File: config.mk
export PLATFORM = sky130hd
export DESIGN_NAME = uart_buffer_arbiter
export DESIGN_NICKNAME = d
export VERILOG_FILES = /design/src/rtl/uart_buffer_arbiter.sv
export SDC_FILE = /design/constraint.sdc
export NUM_CORES = 1
export LEC_CHECK = 0
export CORE_MARGIN = 1.5
export CORE_UTILIZATION = 44
export CTS_CLUSTER_DIAMETER = 100
export DETAILED_ROUTE_END_ITERATION = 10
export PLACE_DENSITY = 0.77
export RECOVER_POWER = 100
export SLEW_MARGIN = 5
export SYNTH_ARGS = -nofsm -noshare
export SYNTH_HDL_FRONTEND = slang
export SYNTH_SLANG_ARGS = --single-unit
File: constraint.sdc
create_clock -name clk -period 2.19 [get_ports clk]
set_input_delay 0.438 -clock clk [delete_from_list [all_inputs] [get_ports clk]]
set_output_delay 0.438 -clock clk [all_outputs]
set_load 0.01 [all_outputs]
File: src/rtl/uart_buffer_arbiter.sv
// rtl/uart_buffer_arbiter.sv - round-robin sequencer sharing the UART ring buffer between two writers and one reader
module uart_buffer_arbiter #(
  parameter int CAPACITY = 254
) (
  input  logic       clk,
  input  logic       reset,
  input  logic       wr0_valid,
  input  logic [7:0] wr0_data,
  output logic       wr0_done,
  input  logic       wr1_valid,
  input  logic [7:0] wr1_data,
  output logic       wr1_done,
  output logic       wr_drop,
  input  logic       rd_req,
  output logic       rd_done,
  output logic       rd_ok,
  output logic [7:0] rd_data,
  output logic       buf_write_enable,
  output logic [7:0] buf_write_data,
  output logic       buf_read_enable,
  input  logic       buf_read_ack,
  input  logic [7:0] buf_read_data,
  output logic [7:0] count,
  output logic       full,
  output logic       empty
);

  localparam logic [7:0] CAP = 8'(CAPACITY);

  typedef enum logic [2:0] {IDLE, WRITE, READ, READ_WAIT, READ_DONE} state_t;
  typedef enum logic [1:0] {P_WR0, P_WR1, P_RD} src_t;

  state_t state;
  src_t   ptr;
  src_t   win;
  logic   any;

  // Search starts at the requester after the last winner: WR0 -> WR1 -> RD -> WR0
  always_comb begin
    any = 1'b0;
    win = P_WR0;
    case (ptr)
      P_WR0: begin
        if (wr1_valid)      begin any = 1'b1; win = P_WR1; end
        else if (rd_req)    begin any = 1'b1; win = P_RD;  end
        else if (wr0_valid) begin any = 1'b1; win = P_WR0; end
      end
      P_WR1: begin
        if (rd_req)         begin any = 1'b1; win = P_RD;  end
        else if (wr0_valid) begin any = 1'b1; win = P_WR0; end
        else if (wr1_valid) begin any = 1'b1; win = P_WR1; end
      end
      default: begin
        if (wr0_valid)      begin any = 1'b1; win = P_WR0; end
        else if (wr1_valid) begin any = 1'b1; win = P_WR1; end
        else if (rd_req)    begin any = 1'b1; win = P_RD;  end
      end
    endcase
  end

  always_ff @(posedge clk or posedge reset) begin
    if (reset) begin
      state            <= IDLE;
      ptr              <= P_RD;
      wr0_done         <= 1'b0;
      wr1_done         <= 1'b0;
      wr_drop          <= 1'b0;
      rd_done          <= 1'b0;
      rd_ok            <= 1'b0;
      rd_data          <= 8'h00;
      buf_write_enable <= 1'b0;
      buf_write_data   <= 8'h00;
      buf_read_enable  <= 1'b0;
      count            <= 8'h00;
      full             <= 1'b0;
      empty            <= 1'b1;
    end else begin
      wr0_done         <= 1'b0;
      wr1_done         <= 1'b0;
      wr_drop          <= 1'b0;
      rd_done          <= 1'b0;
      rd_ok            <= 1'b0;
      buf_write_enable <= 1'b0;
      buf_read_enable  <= 1'b0;
      case (state)
        IDLE: begin
          if (any) begin
            ptr <= win;
            if (win == P_RD) begin
              buf_read_enable <= 1'b1;
              state           <= READ;
            end else begin
              state    <= WRITE;
              wr0_done <= (win == P_WR0);
              wr1_done <= (win == P_WR1);
              if (full) begin
                wr_drop <= 1'b1;
              end else begin
                buf_write_enable <= 1'b1;
                buf_write_data   <= (win == P_WR0) ? wr0_data : wr1_data;
                count            <= count + 8'd1;
                full             <= (count + 8'd1 == CAP);
                empty            <= 1'b0;
              end
            end
          end
        end
        WRITE:     state <= IDLE;
        READ:      state <= READ_WAIT;
        READ_WAIT: begin
          rd_done <= 1'b1;
          rd_ok   <= buf_read_ack;
          // Only an acknowledged read removes a byte; count is guarded against underflow
          if (buf_read_ack) begin
            rd_data <= buf_read_data;
            if (count != 8'h00) begin
              count <= count - 8'd1;
              full  <= 1'b0;
              empty <= (count == 8'd1);
            end
          end
          state <= READ_DONE;
        end
        READ_DONE: state <= IDLE;
        default:   state <= IDLE;
      endcase
    end
  end

endmodule

==> results.cfg <==
[pwr]
sequentialPowerShare_pct = 35.6
pwr-share-comb_pct = 50.1
switchingPower_mw = 1.34
swShare_pct = 38.9
p_per_area_nw_per_um2 = 1270
p_leak_nw = 1.21
intPower_mw = 2.11
pwr-share-clk_pct = 14.3
irDropWorstVdd_mv = 0.645

[critical_path]
cpMaxStageDelayCell = clkdlybuf4s50_1
cp-end-kind = flop
arrival_ns = 2.15
path_max_fanout = 9
reg2reg_slack_ns = 0.27
crit_chain = clkdlybuf4s50_1 > nor2b_1 > a21oi_1 > a21oi_2 > clkbuf_2 > or2_4 > xnor2_1
start_kind = input port
critical-path-max-stage-delay_ns = 0.52
critical_path_class = input port to flop
required_ns = 2.37

[finish]
drive_above_1_share_pct = 13.3
area_growth_pct = 41.9
finalNonFillerCells = 305
fin_util_pct = 66.4
num_antenna_cells = 0
num-nets-final = 289

[synthesis]
syn_inst = 179
synth_most_common_cell = dfrtp_1
yosysTopAreaCellShare_pct = 47.1
ys.flop_type = dfrtp_1
seq_area_frac_synth_pct = 49.8
ys_top_cells_by_area = dfrtp_1 (47%), mux2i_1 (4.7%), mux2_2 (4.7%), a21oi_1 (3.7%), nor2_1 (3.5%)
yosys_warnings = 0
synth_area_per_cell_um2 = 10.7
synth-async-reset-ratio_pct = 100
synth_edf_count = 0
synth_cell_types = 43
yosys-top-cells-count = dfrtp_1 (36), nor2_1 (18), a21oi_1 (14)
ys_ff_latch = 38
synth_top_area_cell = dfrtp_1
synth_nets = 214
syn_area_um2 = 1910

[clocking]
clock_sinks = 38
cts_resized = 0
clockBufferDepth = 2
htree_levels = 2
cts_tree = yes
holdBufCountCts = 0
root_buffer = clkbuf_8
clock_latency_ns = 0.29
clk_pin_slew_ns = 0.07
numCtsBuffers = 5
postCtsSetupBuffers = 0

[grt]
grt_max_degree = 39
grt.total_usage_pct = 18.5
grt_pass1_wl_um = 6630
antenna_found_initial = 0
overflow = 0
first_global_vias = 1460

[sta]
period_share_pct = 90.2
grt_setup_unrepaired = false
fmax_ghz = 0.506
min_period_ns = 1.97
finalSetupViolations = 0
final.setup_skew_ns = 0.00608
tightest_slew_ns = 0.913
slew_headroom_pct = 39.1
drv_slew = 0
final-hold-violation-count = 0

[route]
dr.pass1.iters = 4
first_iter_violations = 62
num_vias = 1604
ant_nets = 0
wl_per_cell_um = 13.8
drc_errors = 0
vias_per_cell = 5.26
wl_um = 4210

[place]
port_buffers = 62
dpl.cell_count = 297
dp_hpwl_um = 3070
place_congestion = 0.932

[floorplanning]
die_w_um = 68.9
rows = 23
die_area_um2 = 4750
core_area_um2 = 4090
die_h_um = 68.9
start_util_pct = 46.8
pin_count = 63

[outcome]
status = finished, final reports clean

[hold_path]
hold_class = flop to flop

[job]
maxCapViolations = 0
==> worst max-delay path, delay by kind of cell <==
family	cells	cell delay [ns]
AND/OR/NAND/NOR	2	0.53
XOR/XNOR	1	0.12
AO/OA/AOI/OAI	2	0.35
buffers and inverters	2	0.71
==> layer usage <==
| layer | vias to the layer above | wire length (um) | GRT usage (%) |
|---|---|---|---|
| li1 | 784 | - | - |
| met1 | 760 | 1900 | 24.1 |
| met2 | 55 | 1980 | 30.3 |
| met3 | 5 | 285 | 4.55 |
| met4 | 0 | 39 | 6.13 |
| met5 | - | 0 | 0 |
==> final cells by class <==
cell class | instances | area (um^2)
inverter | 11 | 41.3
tap | 50 | 62.6
timing repair buffer | 71 | 688
sequential | 38 | 953
clock inverter | 2 | 12.5
multi-input combinational | 127 | 873
clock buffer | 6 | 82.6
fill | 341 | 1370
==> cell families after synthesis <==
group | Yosys count | share of synthesized area, %
AOI/OAI and AO/OA | 37 | 13.2
xor gates and xnor gates | 8 | 3.66
adders and majority gates | 5 | 3.27
buffers and inverters | 14 | 2.94
DFF | 38 | 49.8
muxes | 17 | 9.42
and+or+nand+nor | 60 | 17.7
==> flip-flops by register name (all words and copies together) (netlist names) <==
signal and count:
buf_read_enable 1, buf_write_data 8, buf_write_enable 1, count 8
empty 1, full 1, ptr 2, rd_data 8
rd_done 1, rd_ok 1, state 3, wr0_done 1
wr1_done 1, wr_drop 1
==> final timing paths <==
| kind | from | end | cells past startpoint |
|---|---|---|---|
| max | rd_req | count[0] | 7 |
| min | empty | empty | 2 |
| max reg2reg | state[1] | rd_data[1] | 4 |
| min reg2reg | empty | empty | 2 |
| max in group asynchronous | reset | rd_data[2] | 3 |
| min in group asynchronous | reset | buf_write_data[6] | 3 |
==> cell usage in the layout, fill, tap and decap left out, types with 6 or more instances in the layout <==
cell / netlist / routed
a21oi_1: 14 / 15
clkbuf_8: 0 / 6
clkdlybuf4s50_1: 0 / 27
dfrtp_1: 36 / 36
dlygate4sd3_1: 0 / 35
inv_1: 10 / 10
mux2_2: 8 / 8
mux2i_1: 9 / 9
nand2_1: 10 / 10
nor2_1: 18 / 18
nor3_1: 10 / 11
==> power by group through the flow <==
| stage | logic (mW) | registers [mW] | clock network, mW |
|---|---|---|---|
| 6_report | 1.73 | 1.23 | 0.495 |
| 5_1_grt | 1.91 | 1.27 | 0.545 |
| 4_1_cts | 1.88 | 1.25 | 0.512 |
| 3_5_place_dp | 1.87 | 1.26 | 0 |
| 3_3_place_gp | 1.83 | 1.25 | 0 |
| 2_1_floorplan | 0.964 | 1.32 | 0 |
==> metrics by stage <==
step | total power [mW] | area (um^2) | setup slack (ns) | hold slack [ns] | setup TNS (ns)
after floorplan | 2.29 | 1910 | 0.532 | 0.485 | 0
after global placement | 3.08 | 2660 | 0.0175 | 0.482 | 0
after detailed placement | 3.13 | 2660 | -0.0370 | 0.486 | -0.185
after CTS | 3.64 | 2760 | 0.265 | 0.502 | 0
after global routing | 3.72 | 2710 | 0.103 | 0.517 | 0
final | 3.46 | 2710 | 0.215 | 0.495 | 0
(Power assumes the default switching activity.)
